===== src/rtl/regfile_param.sv =====
// regfile_param: DEPTH x WIDTH register file with one write port and two
// independently enabled, registered read ports. All state changes on the
// falling edge of CLKb.
//
// Ports:
//   CLKb        clock, falling-edge active
//   RST         synchronous active-high reset
//   D/ENW/WRA   write data, write enable, write address
//   ENR0/RDA0   read port 0 enable and address
//   ENR1/RDA1   read port 1 enable and address
//   Q0/Q1       registered read data
//   VLD0/VLD1   read data came from a written register or the zero register
module regfile_param #(
    parameter int WIDTH    = 10,
    parameter int DEPTH    = 8,
    parameter int AW       = $clog2(DEPTH),
    parameter int ZERO_REG = 0,
    parameter int BYPASS   = 1
) (
    input  logic             CLKb,
    input  logic             RST,
    input  logic [WIDTH-1:0] D,
    input  logic             ENW,
    input  logic [AW-1:0]    WRA,
    input  logic             ENR0,
    input  logic [AW-1:0]    RDA0,
    input  logic             ENR1,
    input  logic [AW-1:0]    RDA1,
    output logic [WIDTH-1:0] Q0,
    output logic [WIDTH-1:0] Q1,
    output logic             VLD0,
    output logic             VLD1
);

    logic [WIDTH-1:0] mem_q [DEPTH];
    logic [WIDTH-1:0] mem_d [DEPTH];
    logic [DEPTH-1:0] written_q, written_d;
    logic [WIDTH-1:0] q0_q, q0_d, q1_q, q1_d;
    logic             vld0_q, vld0_d, vld1_q, vld1_d;
    logic             wr_ok;
    logic [WIDTH:0]   rd0_sel, rd1_sel;

    // Returns {valid, data} for one read address, in priority order:
    // out of range, zero register, same-cycle bypass, stored contents.
    function automatic logic [WIDTH:0] rd_sel(input logic [AW-1:0] a);
        logic [WIDTH:0] r;
        r = '0;
        if (int'(a) >= DEPTH) begin
            r = '0;
        end else if (ZERO_REG != 0 && a == '0) begin
            r = {1'b1, {WIDTH{1'b0}}};
        end else if (BYPASS != 0 && wr_ok && WRA == a) begin
            r = {1'b1, D};
        end else begin
            for (int unsigned i = 0; i < DEPTH; i++) begin
                if (a == AW'(i)) begin
                    r = {written_q[i], mem_q[i]};
                end
            end
        end
        return r;
    endfunction

    always_comb begin
        wr_ok     = ENW && (int'(WRA) < DEPTH) && !(ZERO_REG != 0 && WRA == '0);
        mem_d     = mem_q;
        written_d = written_q;
        for (int unsigned i = 0; i < DEPTH; i++) begin
            if (wr_ok && WRA == AW'(i)) begin
                mem_d[i]     = D;
                written_d[i] = 1'b1;
            end
        end

        rd0_sel = rd_sel(RDA0);
        rd1_sel = rd_sel(RDA1);

        q0_d   = q0_q;
        vld0_d = vld0_q;
        q1_d   = q1_q;
        vld1_d = vld1_q;
        if (ENR0) begin
            q0_d   = rd0_sel[WIDTH-1:0];
            vld0_d = rd0_sel[WIDTH];
        end
        if (ENR1) begin
            q1_d   = rd1_sel[WIDTH-1:0];
            vld1_d = rd1_sel[WIDTH];
        end
    end

    always_ff @(negedge CLKb) begin
        if (RST) begin
            for (int unsigned i = 0; i < DEPTH; i++) begin
                mem_q[i] <= '0;
            end
            written_q <= '0;
            q0_q      <= '0;
            q1_q      <= '0;
            vld0_q    <= 1'b0;
            vld1_q    <= 1'b0;
        end else begin
            mem_q     <= mem_d;
            written_q <= written_d;
            q0_q      <= q0_d;
            q1_q      <= q1_d;
            vld0_q    <= vld0_d;
            vld1_q    <= vld1_d;
        end
    end

    assign Q0   = q0_q;
    assign Q1   = q1_q;
    assign VLD0 = vld0_q;
    assign VLD1 = vld1_q;

endmodule


===== config.mk =====
export PLATFORM = sky130hd
export DESIGN_NAME = regfile_param
export DESIGN_NICKNAME = d
export VERILOG_FILES = /design/src/rtl/regfile_param.sv
export SDC_FILE = /design/constraint.sdc
export NUM_CORES = 1
export LEC_CHECK = 0
export ABC_AREA = 1
export CAP_MARGIN = 25
export CORE_UTILIZATION = 25
export DETAILED_ROUTE_END_ITERATION = 10
export GPL_ROUTABILITY_DRIVEN = 0
export PLACE_DENSITY = 0.49
export SYNTH_ARGS = -nofsm -noshare
export SYNTH_HDL_FRONTEND = slang
export SYNTH_SLANG_ARGS = --single-unit

===== constraint.sdc =====
create_clock -name CLKb -period 1.75 [get_ports CLKb]
set_input_delay 0.175 -clock CLKb [delete_from_list [all_inputs] [get_ports CLKb]]
set_output_delay 0.175 -clock CLKb [all_outputs]
set_load 0.05 [all_outputs]

# Word-level counts from Yosys, hierarchy flattened
# Cells that the tools add are included.
[totals]
out_inout_bits = 22
rom_bits = 0
reg_bits = 110
wordCells = 74
latchBits = 0
mem_bits_rw = 0
mem_count = 0
[classes]
addsub = 0
n_bitwise = 0
n_lt_le_gt_ge = 0
eq_ne = 23
muxes = 18
reduce_logical = 13
n_mul = 0
shifts = 0
n_div = 0
[ops]
columns = ["cell", "count"]
rows = [
  ["$mux W11", 18],
  ["$eq A3 B3 Y1 const B", 12],
  ["$eq A3 B2 Y1 const B", 6],
  ["$logic_and A1 B1 Y1", 10],
  ["$eq A3 B1 Y1 const B", 3],
  ["$logic_not A3 Y1", 3],
  ["$eq A3 B3 Y1", 2],
]

# Logic depth before layout (Yosys ltp)
# Gate-level depths: netlist of the first run.
[depth]
ltp_word = 10
depth_mapped = 10

==> impl_results.md, run 1 <==
* Comb pwr share at 0.193
* CP startpoint kind: flop
* Initial antenna violation count at 0
* Slew margin rel. at 0.773
* Total gr overflow at 0
* H-tree levels at 3
* Post-DP HPWL at ~15 mm
* Crit path DAT at between 1500 and 2000 ps
* Pre-antenna DRT Iters at 5
* Switching Share at 0.361
* GRT Util Overall at 0.201
* Worst-path clk slew at approximately 40 ps
* Mapped cell area at about 5500 µm²
* Hold buffers post-CTS at 0
* Fill cell count at 2233
* Die Span X at 151 µm
* Outcome: finished, violations left
* Antenna viol nets, final at 0
* Critical Path RT at between 1500 and 2000 ps
* Post-synth net total at 862
* Clock buffer depth at 2
* Site Rows at between 50 and 60
* Pint at 4550 µW
* Hold Crit Class: flop to flop
* Failing checks: setup timing
* Total power at 7120 µW
* CTS Buf Count at 9
* Vias/cell at 4.94
* Placed Cells incl. Taps at approximately 1200
* Synth Instances at 838
* Synth unique cells at 27
* Core box area at 21400 µm²
* CTS tree: yes
* Cell Pwr Density at 768 nW/µm²
* RSZ-0062 raised after global routing: yes
* Final WL at 22.3 mm
* Hold slack at 467 ps
* CP Capture Type: output pin
* Worst path cell trace: buf_12
* Final setup violation count at 71
* Port buffer count at 45
* Via count at 6692
* Final non-filler cell total at 1356
* Worst skew pair latency at 430 ps
* CTS Root Buffer Type: clkbuf_16
* Slowest cell on crit path: dfxtp_4
* Switch Pwr at 2570 µW
* Ys Warns at 0
* CP peak stage delay at 370 ps
* Chip height at approximately 150 µm
* DRC at 0
* CP max FO at 2
* Initial Utilization at 0.258
* Post-route setup slack at -231 ps
* Buf+Inv Stages, Crit Path at 1
* Hold Fails Final Rpt at 0
* Sequential Power Share at 0.382
* CP Class: flop to output pin
* Worst vdd ir at 0.444 mV
* Ports at between 40 and 50
* Starting DRT DRC Count at 477
* Clock power share at 0.425
* FF+latch count, synth at 110
* Top Family by Delay on Critical Path: flip-flops
* # clock sinks at 110
* Sequential share of the synthesized area at 0.399
* Fraction of layout cells with a size suffix above 1 at 0.355
* Syn Area/Cell at 6.58 µm²
* Wire per inst at 16.5 µm
* Fin nets at 1102
* Slew of the pin with the lowest slew margin at 339 ps
* Max-cap violations at 0
* Vias in the first global route at 6476
* P_leak at about 0.0040 µW
* First-pass GRT wire length at between 30 and 40 mm
* ANT cells at 0
* Final Core Density at 0.435
* Area growth, synth to finish at 68.3%
* Die area at 22700 µm²
* Slew Viols, Final at 0
* Clock Skew at 21.3 ps
* Largest net degree at the start of global routing at 51
path summary, 6_finish.rpt:
path              from        end  slack, ps  cells after the start
min reg2reg  mem_q[31]  mem_q[31]        470                      2
min          mem_q[31]  mem_q[31]        470                      2
max              Q1[6]      Q1[6]       -230                      1
max reg2reg  mem_q[20]      Q0[0]        630                      6
cells by family after synthesis:
| kind of cell | after synthesis | share of synthesized area |
|---|---|---|
| buf+inv | 122 | 0.0912 |
| compound gates | 209 | 0.191 |
| xor+xnor | 1 | 0.00159 |
| flops | 110 | 0.399 |
| simple gates | 396 | 0.317 |
state kept, by name, indices dropped and copies added (netlist names):
name / flops
VLD0: 1
VLD1: 1
Q1: 10
Q0: 10
mem_q: 80
written_q: 8
layer usage:
metal,GRT usage,wire length [µm],vias up
li1,-,-,3282
met1,0.254,9690,3124
met2,0.316,10700,256
met3,0.0615,1590,30
met4,0.0854,408,0
met5,0,0,-
power groups by stage:
stage	registers (µW)	logic (µW)	clock network, µW
finish	2720	1380	3030
global route	2730	1460	3430
CTS	2720	1270	3130
detailed placement	2750	1110	384
global placement	2750	1110	384
floorplan	2810	553	384
layout by cell type, fill, tap and decap left out, types with 19 or more instances in the layout:
| cell | instances |
|---|---|
| inv_1 | 147 |
| nor2_1 | 131 |
| nand2_1 | 110 |
| dfxtp_1 | 88 |
| buf_4 | 65 |
| nand4_1 | 55 |
| a21oi_1 | 50 |
| a21oi_2 | 47 |
| buf_12 | 46 |
| o21ai_0 | 44 |
| o21ai_1 | 36 |
| buf_6 | 32 |
| o21ai_2 | 28 |
| nor2_2 | 21 |
| nand3_1 | 20 |
| nor2_4 | 19 |
timing repair:
action,in CTS,in global routing
pin swaps,66,71
buffers inserted,25,10
cloned,6,2
resized for setup,183,131
setup endpoints to repair,132,120
cells in the mapped netlist (all sizes together):
cell type	instances	area, µm²
nor3	9	86.3
dfxtp	110	2200
o21ai	109	546
nand4	55	344
a211oi	1	7.51
a21oi	98	490
buf	22	128
a21boi	1	7.51
clkbuf	29	109
clkinv	4	15.0
inv	67	251
nor2	171	657
nor4	3	18.8
nand2	130	493
nand3	28	150
xnor2	1	8.76
final cells by class:
| type | count | area (µm²) | share of cell area |
|---|---|---|---|
| Clock inverter | 115 | 454 | 0.0489 |
| Inverter | 70 | 363 | 0.0391 |
| Timing Repair Buffer | 168 | 2110 | 0.227 |
| Sequential cell | 110 | 2240 | 0.242 |
| Timing Repair inverter | 3 | 26.3 | 0.00283 |
| Tap cell | 275 | 344 | 0.0371 |
| Multi-Input combinational cell | 606 | 3510 | 0.379 |
| Clock buffer | 9 | 225 | 0.0243 |
stage by stage:
step	instance area, µm²	TNS (ps)	worst slack, ps
6_report	9280	-6520	-231
5_1_grt	9280	-9980	-258
4_1_cts	8830	-6010	-247
3_5_place_dp	7490	-94800	-1050
3_3_place_gp	7490	-93360	-1050
2_1_floorplan	6110	-8200	-266
(Power assumes the default switching activity.)
==> run 2: changes to the inputs <==
--- a/config.mk
+++ b/config.mk
@@ -7,10 +7,10 @@
 export LEC_CHECK = 0
 export ABC_AREA = 1
 export CAP_MARGIN = 25
-export CORE_UTILIZATION = 25
+export CORE_UTILIZATION = 43
 export DETAILED_ROUTE_END_ITERATION = 10
 export GPL_ROUTABILITY_DRIVEN = 0
-export PLACE_DENSITY = 0.49
+export PLACE_DENSITY = 0.7
 export SYNTH_ARGS = -nofsm -noshare
 export SYNTH_HDL_FRONTEND = slang
 export SYNTH_SLANG_ARGS = --single-unit
==> run 2 against run 1 <==
Compared with the run above:
- the run still ends with setup timing left
- sequential share of layout area increased by 0.86 points
- via count increased by 6.1%
- final cell count decreased by 7.5%
- design area decreased by 4.0%
- total power increased by 2.8%
- combinational power decreased by 3%
- clock power increased by 7.9%
- global-route usage increased by 13 points
- die area decreased by 41%
- sequential cell count unchanged
- count of clock-buffer cells in the layout unchanged
- sequential power about the same
- critical path type unchanged
- largest cell class unchanged
==> impl_results.md, run 2 (synthesis gave the netlist of run 1 again) <==
* Outcome: finished, violations left (unchanged)
* Failing checks: setup timing (unchanged)
* CTS Root Buffer Type: clkbuf_16 (unchanged)
* H-tree levels at 3 (unchanged)
* Post-route setup slack at -231 ps (about the same)
* CP Class: flop to output pin (unchanged)
* Die area at 13300 µm² (was 22700 µm²)
* Worst vdd ir at 0.729 mV (was 0.444 mV)
* Top Family by Delay on Critical Path: flip-flops (unchanged)
* Final WL at 22.4 mm (was 22.3 mm)
* Core box area at 12600 µm² (was 21400 µm²)
* CP Capture Type: output pin (unchanged)
* P_leak at 0.00402 µW (was 0.00403 µW)
* Area growth, synth to finish at 61.6% (was 68.3%)
* Vias/cell at 5.66 (was 4.94)
* CP peak stage delay at 350 ps (was 370 ps)
* Site Rows at 41 (was 53)
* Total gr overflow at 0 (unchanged)
* Pre-antenna DRT Iters at 8 (was 5)
* Max reg flops at 80 (unchanged)
* Wire per inst at 17.8 µm (was 16.5 µm)
* Switch Pwr at 2660 µW (was 2570 µW)
* CP max FO at 2 (unchanged)
* Hold Fails Final Rpt at 0 (unchanged)
* Final non-filler cell total at 1254 (was 1356)
* Initial Utilization at 0.439 (was 0.258)
* Cell Pwr Density at 822 nW/µm² (was 768 nW/µm²)
* Total power at 7330 µW (was 7120 µW)
* ANT cells at 0 (unchanged)
* Vias in the first global route at 6772 (was 6476)
* Fraction of layout cells with a size suffix above 1 at 0.329 (was 0.355)
* Biggest register: mem_q (unchanged)
* Switching Share at 0.363 (was 0.361)
* Chip height at 115 µm (was 151 µm)
* Final setup violation count at 46 (was 71)
* Antenna viol nets, final at 0 (unchanged)
* Max-cap violations at 0 (unchanged)
* Largest net degree at the start of global routing at 30 (was 51)
* Commonest non-fill, non-tap cells in the layout: inv_1, nor2_1, nand2_1 (unchanged)
* FF-to-FF setup slack at 420 ps (was 630 ps)
* Hold buffers post-CTS at 0 (unchanged)
* Starting DRT DRC Count at 1118 (was 477)
* Buf+Inv Stages, Crit Path at 1 (unchanged)
* Hold Crit Class: flop to flop (unchanged)
* Clock buffer depth at 2 (unchanged)
* CP startpoint kind: flop (unchanged)
* Slew of the pin with the lowest slew margin at 441 ps (was 339 ps)
* Comb pwr share at 0.183 (was 0.193)
* Critical Path RT at 1570 ps (about the same)
* Slowest cell on crit path: dfxtp_4 (unchanged)
* Sequential Power Share at 0.371 (was 0.382)
* Commonest non-fill, non-tap cell in the layout: inv_1 (unchanged)
* GRT Util Overall at 0.334 (was 0.201)
* Die Span X at 115 µm (was 151 µm)
* First-pass GRT wire length at 33.6 mm (was 34.4 mm)
* Clock Skew at 23.8 ps (was 21.3 ps)
* Slew margin rel. at 0.706 (was 0.773)
* # clock sinks at 110 (unchanged)
* Via count at 7102 (was 6692)
* Initial antenna violation count at 0 (unchanged)
* CTS Buf Count at 9 (unchanged)
* Pint at 4670 µW (was 4550 µW)
* Fin nets at 1101 (was 1102)
* Placed Cells incl. Taps at 1094 (was 1196)
* Crit path DAT at 1810 ps (about the same)
* Slew Viols, Final at 0 (unchanged)
* Port buffer count at 45 (unchanged)
* DRC at 0 (unchanged)
* Worst path cell trace: buf_12 (unchanged)
* Worst-path clk slew at 50 ps (was 40 ps)
* Post-route cell area at 8910 µm² (was 9280 µm²)
* Ports at 46 (unchanged)
* Dpl cell area at 7320 µm² (was 7490 µm²)
* Post-DP HPWL at 13.4 mm (was 15.2 mm)
* CTS tree: yes (unchanged)
* Clock power share at 0.446 (was 0.425)
* Worst skew pair latency at 430 ps (about the same)
* RSZ-0062 raised after global routing: yes (unchanged)
## run 2: power by group through the flow
stage	clock network, µW	registers (µW)	logic, µW
2_1_floorplan	384	2810	553
3_3_place_gp	384	2740	1070
3_5_place_dp	384	2740	1080
4_1_cts	3260	2720	1200
5_1_grt	3570	2720	1410
6_report	3270	2720	1340
## run 2: path summary, 6_finish.rpt
check	from	end	cells after the start
min reg2reg	Q1[9]	Q1[9]	2
min	Q1[9]	Q1[9]	2
max reg2reg	mem_q[20]	Q0[0]	6
max	Q0[0]	Q0[0]	1
## run 2: area by class of cell
type	count	area, µm²
multi-input combinational	606	3420
inverter	70	349
timing repair inverter	1	8.76
sequential	110	2230
tap	172	215
fill	925	3660
clock buffer	9	225
timing repair buffer	169	1970
clock inverter	117	485
## run 2: stage by stage
step	utilization	worst slack, ps	hold slack [ps]	TNS, ps
global placement	0.582	-1070	460	-90510
detailed placement	0.582	-1050	463	-92440
global route	0.709	-269	495	-9070
floorplan	-	-266	445	-8200
CTS	0.675	-227	468	-6070
finish	0.709	-231	481	-6830
## run 2: per-layer routing
| layer | wire length (µm) | part of all wire | vias to the layer above | GRT usage |
|---|---|---|---|---|
| li1 | - | - | 3276 | - |
| met1 | 8510 | 0.38 | 3272 | 0.392 |
| met2 | 10600 | 0.48 | 443 | 0.544 |
| met3 | 1930 | 0.087 | 111 | 0.100 |
| met4 | 1260 | 0.056 | 0 | 0.187 |
| met5 | 0 | 0 | - | 0 |
## run 2: timing repair
item                                    in CTS  in global routing
pin swaps                                   74                 72
cloned                                       3                  0
endpoints found under the hold margin        0                  0
setup buffers                               13                 21
resized for setup                          152                102
endpoints found under the setup margin     132                100
